### src/rtl/arb_pkg.sv
// Shared types and constants for the 4-way round-robin arbiter.
// Holds the FSM state encoding and requester sizing.
package arb_pkg;

  localparam int N_REQ = 4;
  localparam int IDX_W = 2;

  typedef enum logic {
    IDLE = 1'b0,
    BUSY = 1'b1
  } state_t;

  function automatic logic [N_REQ-1:0] onehot(
    input logic [IDX_W-1:0] idx
  );
    logic [N_REQ-1:0] v;
    v = '0;
    v[idx] = 1'b1;
    return v;
  endfunction

endpackage

### src/rtl/rr_pick4.sv
// Combinational round-robin search over four requesters.
// Scans ptr, ptr+1, ptr+2, ptr+3 and returns the first set bit.
module rr_pick4
  import arb_pkg::*;
(
  input  logic [N_REQ-1:0] req,
  input  logic [IDX_W-1:0] ptr,
  output logic             found,
  output logic [IDX_W-1:0] idx
);

  logic [IDX_W-1:0] cand;

  // Scan from the far end so the closest hit to ptr is written last
  always_comb begin
    found = 1'b0;
    idx   = ptr;
    cand  = ptr;
    for (int k = N_REQ - 1; k >= 0; k--) begin
      cand = ptr + IDX_W'(k);
      if (req[cand]) begin
        found = 1'b1;
        idx   = cand;
      end
    end
  end

endmodule

### src/rtl/rr_arbiter4.sv
// Four-requester round-robin arbiter with registered one-hot grant.
// Optional hold limit: define ARB_TIMEOUT_EN to force rotation.
module rr_arbiter4
  import arb_pkg::*;
#(
  parameter int HOLD_MAX = 16
) (
  input  logic             clk,
  input  logic             rst_n,
  input  logic [N_REQ-1:0] req,
  output logic [N_REQ-1:0] gnt,
  output logic [IDX_W-1:0] sel,
  output logic             busy,
  output logic             timeout
);

  state_t           state_q, state_d;
  logic [N_REQ-1:0] gnt_q, gnt_d;
  logic [IDX_W-1:0] sel_q, sel_d;
  logic [IDX_W-1:0] ptr_q, ptr_d;
  logic [N_REQ-1:0] pick_req;
  logic             found;
  logic [IDX_W-1:0] idx;
  logic             grab;

`ifdef ARB_TIMEOUT_EN
  localparam logic [7:0] HOLD_LIM = 8'(HOLD_MAX - 1);

  logic [7:0] cnt_q, cnt_d;
  logic       tmo_q, tmo_d;
`endif

  // The owner is masked out so a search while busy only sees others
  always_comb begin
    pick_req = req;
    if (state_q == BUSY) pick_req = req & ~gnt_q;
  end

  rr_pick4 u_pick (
    .req   (pick_req),
    .ptr   (ptr_q),
    .found (found),
    .idx   (idx)
  );

  // Next-state: new grant, hold, handoff, release or forced rotation
  always_comb begin
    state_d = state_q;
    gnt_d   = gnt_q;
    sel_d   = sel_q;
    ptr_d   = ptr_q;
    grab    = 1'b0;
`ifdef ARB_TIMEOUT_EN
    cnt_d   = cnt_q;
    tmo_d   = 1'b0;
`endif
    unique case (state_q)
      IDLE: begin
        if (found) grab = 1'b1;
      end
      BUSY: begin
        if (!req[sel_q]) begin
          if (found) begin
            grab = 1'b1;
          end else begin
            state_d = IDLE;
            gnt_d   = '0;
          end
        end
`ifdef ARB_TIMEOUT_EN
        else if (cnt_q == HOLD_LIM) begin
          if (found) begin
            grab  = 1'b1;
            tmo_d = 1'b1;
          end else begin
            cnt_d = '0;
          end
        end else begin
          cnt_d = cnt_q + 8'd1;
        end
`endif
      end
      default: begin
        state_d = IDLE;
        gnt_d   = '0;
      end
    endcase
    if (grab) begin
      state_d = BUSY;
      gnt_d   = onehot(idx);
      sel_d   = idx;
      ptr_d   = idx + IDX_W'(1);
`ifdef ARB_TIMEOUT_EN
      cnt_d   = '0;
`endif
    end
  end

  // Arbitration state; reset drops any grant without a handoff
  always_ff @(posedge clk or negedge rst_n) begin
    if (!rst_n) begin
      state_q <= IDLE;
      gnt_q   <= '0;
      sel_q   <= '0;
      ptr_q   <= '0;
    end else begin
      state_q <= state_d;
      gnt_q   <= gnt_d;
      sel_q   <= sel_d;
      ptr_q   <= ptr_d;
    end
  end

`ifdef ARB_TIMEOUT_EN
  // Hold counter and the one-cycle forced-release pulse
  always_ff @(posedge clk or negedge rst_n) begin
    if (!rst_n) begin
      cnt_q <= '0;
      tmo_q <= 1'b0;
    end else begin
      cnt_q <= cnt_d;
      tmo_q <= tmo_d;
    end
  end

  assign timeout = tmo_q;
`else
  assign timeout = 1'b0;
`endif

  assign gnt  = gnt_q;
  assign sel  = sel_q;
  assign busy = |gnt_q;

endmodule

### config.mk
export PLATFORM = sky130hd
export DESIGN_NAME = rr_arbiter4
export DESIGN_NICKNAME = d
export VERILOG_FILES = /design/src/rtl/arb_pkg.sv /design/src/rtl/rr_pick4.sv /design/src/rtl/rr_arbiter4.sv
export SDC_FILE = /design/constraint.sdc
export NUM_CORES = 1
export LEC_CHECK = 0
export BUFFER_PORTS_ARGS = -buffer_cell sky130_fd_sc_hd__clkbuf_2
export CAP_MARGIN = 20
export CORE_MARGIN = 1
export CORE_UTILIZATION = 30
export DETAILED_ROUTE_END_ITERATION = 16
export PLACE_DENSITY_LB_ADDON = 0.15
export SETUP_SLACK_MARGIN = 0.02
export SLEW_MARGIN = 20
export SYNTH_ARGS = -nofsm -noshare
export SYNTH_HDL_FRONTEND = slang
export SYNTH_SLANG_ARGS = --single-unit
### constraint.sdc
create_clock -name clk -period 6.4 [get_ports clk]
set_clock_uncertainty 0.1 [all_clocks]
set_input_delay 1.28 -clock clk [delete_from_list [all_inputs] [get_ports clk]]
set_output_delay 1.28 -clock clk [all_outputs]
set_load 0.03 [all_outputs]
-- After elaboration in Yosys (flattened, before gate mapping)
Cells that the tools add are included.
- register bits after elaboration: 9
- input bits: 6
- order comparisons: 7
- eq/ne operators: 2
- reductions and logical operators: 4
- bitwise gates (word level): 3
- add/sub/neg operators: 4
- mux-type cells: 31
- operator list (cell ; number):
    $mux W4 ; 5
    $lt A2 B3 Y1 const B ; 6
    $mux W1 ; 15
    $bmux W1 S2 ; 5
    $mux W2 ; 4
    $add A2 B1 Y2 const B ; 2
    $add A2 B2 Y2 const B ; 2
    $and A4 B4 Y4 ; 1
    $not A4 Y4 ; 1
    $reduce_or A4 Y1 ; 1
    $reduce_and A3 Y1 ; 1
    $demux W1 S2 ; 1
    $ge A2 B1 Y1 const B ; 1
    $ne A2 B1 Y1 const B ; 1
    $ne A2 B2 Y1 const B ; 1
    $pmux W1 S2 ; 1
    $reduce_bool A2 Y1 ; 1
    $logic_and A1 B1 Y1 ; 1
    $not A1 Y1 ; 1

-- Logic depth before layout (Yosys ltp)
- depth after elaboration: 14
- gate-level depth with buffers: 7
- gate-level depth less buffers: 6

-- By module
A second synthesis with hierarchy kept.
- cell total of the unflattened synthesis: 66
- area total of the unflattened synthesis: 676.9 um^2
- by module, submodules not included (module ; cells an instance ; instances ; area an instance (um^2)):
    rr_arbiter4 ; 50 ; 1 ; 576.8
    rr_pick4 ; 16 ; 1 ; 100.1

-- Least setup slack after synthesis
No wires, ideal clock.
- kind: input to register
- start: input req[2]
- end: register sel_q[0], in the netlist sel[0]
- data arrival time: 2.515 ns
- path slack: 3.660 ns
- stages on the path: 6
- library setup time: 0.125 ns
- cell sequence: inv_1 a221o_1 a211o_1 a22oi_2 nor2_2 mux2_4
- word-level cells in the longest chain between the ends: 11
- elaborated cells on any way between the ends: 23
- ends and longest elaborated chain (element ; RTL line ; source):
    start, declared ; rr_arbiter4.sv:10 ; input logic [N_REQ-1:0] req,
    $and A4 B4 Y4 ; rr_arbiter4.sv:36 ; if (state_q == BUSY) pick_req = req & ~gnt_q;
    $mux W4 ; rr_arbiter4.sv:36 ;
    $bmux W1 S2 ; rr_pick4.sv:21 ; if (req[cand]) begin
    $mux W1 (implied by the code) ; rr_pick4.sv:21 ;
    $mux W1 (4 in a row) ; rr_pick4.sv:21 ;
    $mux W1 ; rr_arbiter4.sv:59, rr_arbiter4.sv:63 ;
    $mux W1 ; rr_arbiter4.sv:62 ; if (!req[sel_q]) begin
    $pmux W1 S2 ; rr_arbiter4.sv:57 ; unique case (state_q)
    end signal, assigned ; rr_arbiter4.sv:109 ; sel_q <= sel_d;
    end, declared ; rr_arbiter4.sv:19 ; logic [IDX_W-1:0] sel_q, sel_d;
Parallel ways exist; a longest one is shown, timed or not. The select of a mux whose other input is x is not followed.
A chain may end at the register's enable or synchronous reset.

-- Worst setup path after layout
- start: register gnt_q[0], in the netlist gnt[0]
- end: output busy
- word-level cells in the longest chain between the ends: 1
- ends and longest elaborated chain (element ; RTL line ; source):
    start, declared ; rr_arbiter4.sv:18 ; logic [N_REQ-1:0] gnt_q, gnt_d;
    start signal, assigned ; rr_arbiter4.sv:108 ; gnt_q <= gnt_d;
    $reduce_or A4 Y1 ; rr_arbiter4.sv:133 ; assign busy = |gnt_q;
    end, declared ; rr_arbiter4.sv:13 ; output logic busy,
Every way passes these cells.

==> results.sh <==
export IMPL_status="finished clean"
export IMPL_rsz0062_at_grt="no"
export IMPL_synth_fa_ha_area_frac=0
export IMPL_tritoncts="done"
export IMPL_final_layout_size_suffix_gt1_frac=0.258
export IMPL_synthMuxAreaShare=0.135
export IMPL_fp_row_count=17
export IMPL_cap_violations=0
export IMPL_io_pins=14
export IMPL_grt_pass1_vias=603
export IMPL_drc=0
export IMPL_grt_util_met2=0.200
export IMPL_cts_sinks=9
export IMPL_finalHoldViolations=0
export IMPL_start_util=0.331
export IMPL_drt_total_wl_um=1690
export IMPL_grt_start_max_net_pins=22
export IMPL_ant_nets=0
export IMPL_synth_area_um2=759
export IMPL_path_clk_slew_ps=60
export IMPL_grt_first_pass_wirelength_um=2860
export IMPL_p_leak_nw=0.391
export IMPL_synth_avg_cell_area_um2=8.83
export IMPL_cp_start_kind="register"
export IMPL_endpoint_kind="output pin"
export IMPL_core_area_mm2=0.00230
export IMPL_ir_worst_vdd_mv=0.315
export IMPL_fin_crit_ps=2810
export IMPL_cts_setup_buffers=0
export IMPL_crit_slowest_cell="or4_1"
export IMPL_clock_fmax_mhz=355
export IMPL_hold_buffers=0
export IMPL_period_share=0.440
export IMPL_fp_dieH_um=52.3
export IMPL_drv_slew=0
export IMPL_port_buffers=12
export IMPL_grtUsageMet3=0.0464
export IMPL_drt_pass1_iterations=4
export IMPL_antenna_found_initial=0
export IMPL_nets=104
export IMPL_htreeDepth=1
export IMPL_maxSlewHeadroom=0.525
export IMPL_die_area_mm2=0.00274
export IMPL_synth_simple_area_share=0.183
export IMPL_tightest_slew_ps=713
export IMPL_ctsResizeCount=0
export IMPL_whs_ps=444
export IMPL_die_w_um=52.3
export IMPL_wl_per_cell_um=13.5
export IMPL_path_cells="or4_1, clkbuf_2"
export IMPL_power_density_mw_per_mm2=606
export IMPL_yosys_top_cells_count="nand2_1 (13), dfrtp_1 (9), o21ai_0 (7)"
export IMPL_grt_usage=0.145
export IMPL_synth_top_area_cell="dfrtp_1"
export IMPL_synth_enable_flop_cells=0
export IMPL_critical_path_class="register to output pin"
export IMPL_cts_max_path_buffers=2
export IMPL_antennaDiodeCount=0
export IMPL_via_per_inst=5.55
export IMPL_critPathMaxStageDelay_ps=540
export IMPL_num_vias=694
export IMPL_grt_busiest_layer="met1"
export IMPL_yosys_warnings=0
export IMPL_dominantRegCellSynth="dfrtp_1"
export IMPL_worst_path_buf_inv=1
export IMPL_synth_cells=86
export IMPL_synth_top_family_by_area="compound AO/OA/AOI/OAI gates"
export IMPL_setup_viol=0
export IMPL_synthesis_nets=92
export IMPL_crit_required_ps=5020
export IMPL_fin_tns_setup_ps=0
export IMPL_ys_seq_elements=9
export IMPL_ys_seq_area_frac=0.297
export IMPL_synth_compound_area_frac=0.323
export IMPL_crit_arrival_ps=1430
export IMPL_yosysMostFrequentCell="nand2_1"
export IMPL_cts_buffers=3
export IMPL_gp_congestion=0.816
export IMPL_yosys_area_share_xor_xnor=0
export IMPL_area_growth_pct=11.7
export IMPL_dp_hpwl_um=1280
export IMPL_cts_root_buffer="clkbuf_4"
export IMPL_critPathTopFamily="simple AND/OR/NAND/NOR gates"
export IMPL_synth_top_area_frac=0.297
export IMPL_drt_iter0_markers=11
export IMPL_grt_use_met1=0.217
export IMPL_synth_area_leaders="dfrtp_1 (30%), nand2_1 (6.4%), o21ai_0 (4.6%)"
export IMPL_worst_hold_path_type="register to register"
export IMPL_clock_latency_ps=260
export IMPL_yosysUniqueCellTypes=39
export IMPL_crit_fanout=7
export IMPL_async_flop_share=1.00
export IMPL_globalRouteOverflowTotal=0
## registers in the layout, indices dropped and copies added, names as in the netlist
name / cells
gnt: 4
ptr_q: 2
sel: 2
state_q: 1
## metal layers
layer | vias up | routed length (µm)
met3 | 2 | 88
met1 | 330 | 843
met4 | 0 | 12
met2 | 16 | 747
li1 | 346 | -
met5 | - | 0
## cell usage in the layout, fill, tap and decap left out, types with 2 or more instances in the layout
| cell | n |
|---|---|
| nand2b_1 | 4 |
| a221o_1 | 2 |
| clkbuf_4 | 3 |
| nand3_1 | 2 |
| inv_1 | 3 |
| a22o_1 | 2 |
| nor2_1 | 4 |
| mux2i_1 | 2 |
| o211ai_1 | 3 |
| dfrtp_1 | 9 |
| o21ai_0 | 7 |
| o21a_1 | 2 |
| a21oi_1 | 3 |
| mux2_2 | 3 |
| a21o_1 | 2 |
| nand2_1 | 13 |
| clkbuf_2 | 12 |
## logic make-up after synthesis
group | Yosys count
muxes | 8
DFF | 9
other | 1
buffers and inverters | 8
and+or+nand+nor | 29
AOI/OAI and AO/OA | 31
## layout make-up
type / instances / area [µm²]
repair buffers: 12 / 60.1
flip-flops and latches: 9 / 225
inverters: 3 / 11.3
multi-input cells: 69 / 490
fillers: 240 / 1450
well taps: 28 / 35.0
clock buffers: 4 / 26.3
## path summary, 6_finish.rpt
path	start	endpoint	slack [ps]	cells past startpoint
setup reg to reg	ptr_q[0]$_DFFE_PN0P_	sel[0]$_DFFE_PN0P_	3740	6
hold / removal	sel[1]$_DFFE_PN0P_	sel[1]$_DFFE_PN0P_	440	2
hold reg to reg	sel[1]$_DFFE_PN0P_	sel[1]$_DFFE_PN0P_	440	2
setup / recovery	gnt[0]$_DFFE_PN0P_	busy	3590	2
min in group asynchronous	rst_n	sel[1]$_DFFE_PN0P_	770	1
max in group asynchronous	rst_n	ptr_q[1]$_DFFE_PN0P_	5240	1
## worst min-delay path, cell delays in order (launching register included)
cell and delay (ps):
dfrtp_1 380, nand2_1 60, nand2_1 70
## stage by stage
step / utilization / setup slack, ps / instance area [µm²] / total power, mW / instances
finish: 0.369 / 3590 / 848 / 0.514 / 125
global route: 0.369 / 3540 / 848 / 0.562 / 125
detailed placement: 0.358 / 3460 / 822 / 0.470 / 121
CTS: 0.369 / 3580 / 848 / 0.515 / 125
floorplan: - / 3660 / 759 / 0.410 / 86
global placement: 0.358 / 3470 / 822 / 0.476 / 121
## power breakdown
| part | internal (mW) | switching, mW | leakage (nW) |
|---|---|---|---|
| registers | 0.0827 | 0.0555 | 0.109 |
| logic | 0.143 | 0.191 | 0.266 |
| clock network | 0.0239 | 0.0179 | 0.0150 |
No activity file was read; power rests on OpenSTA's default activity.
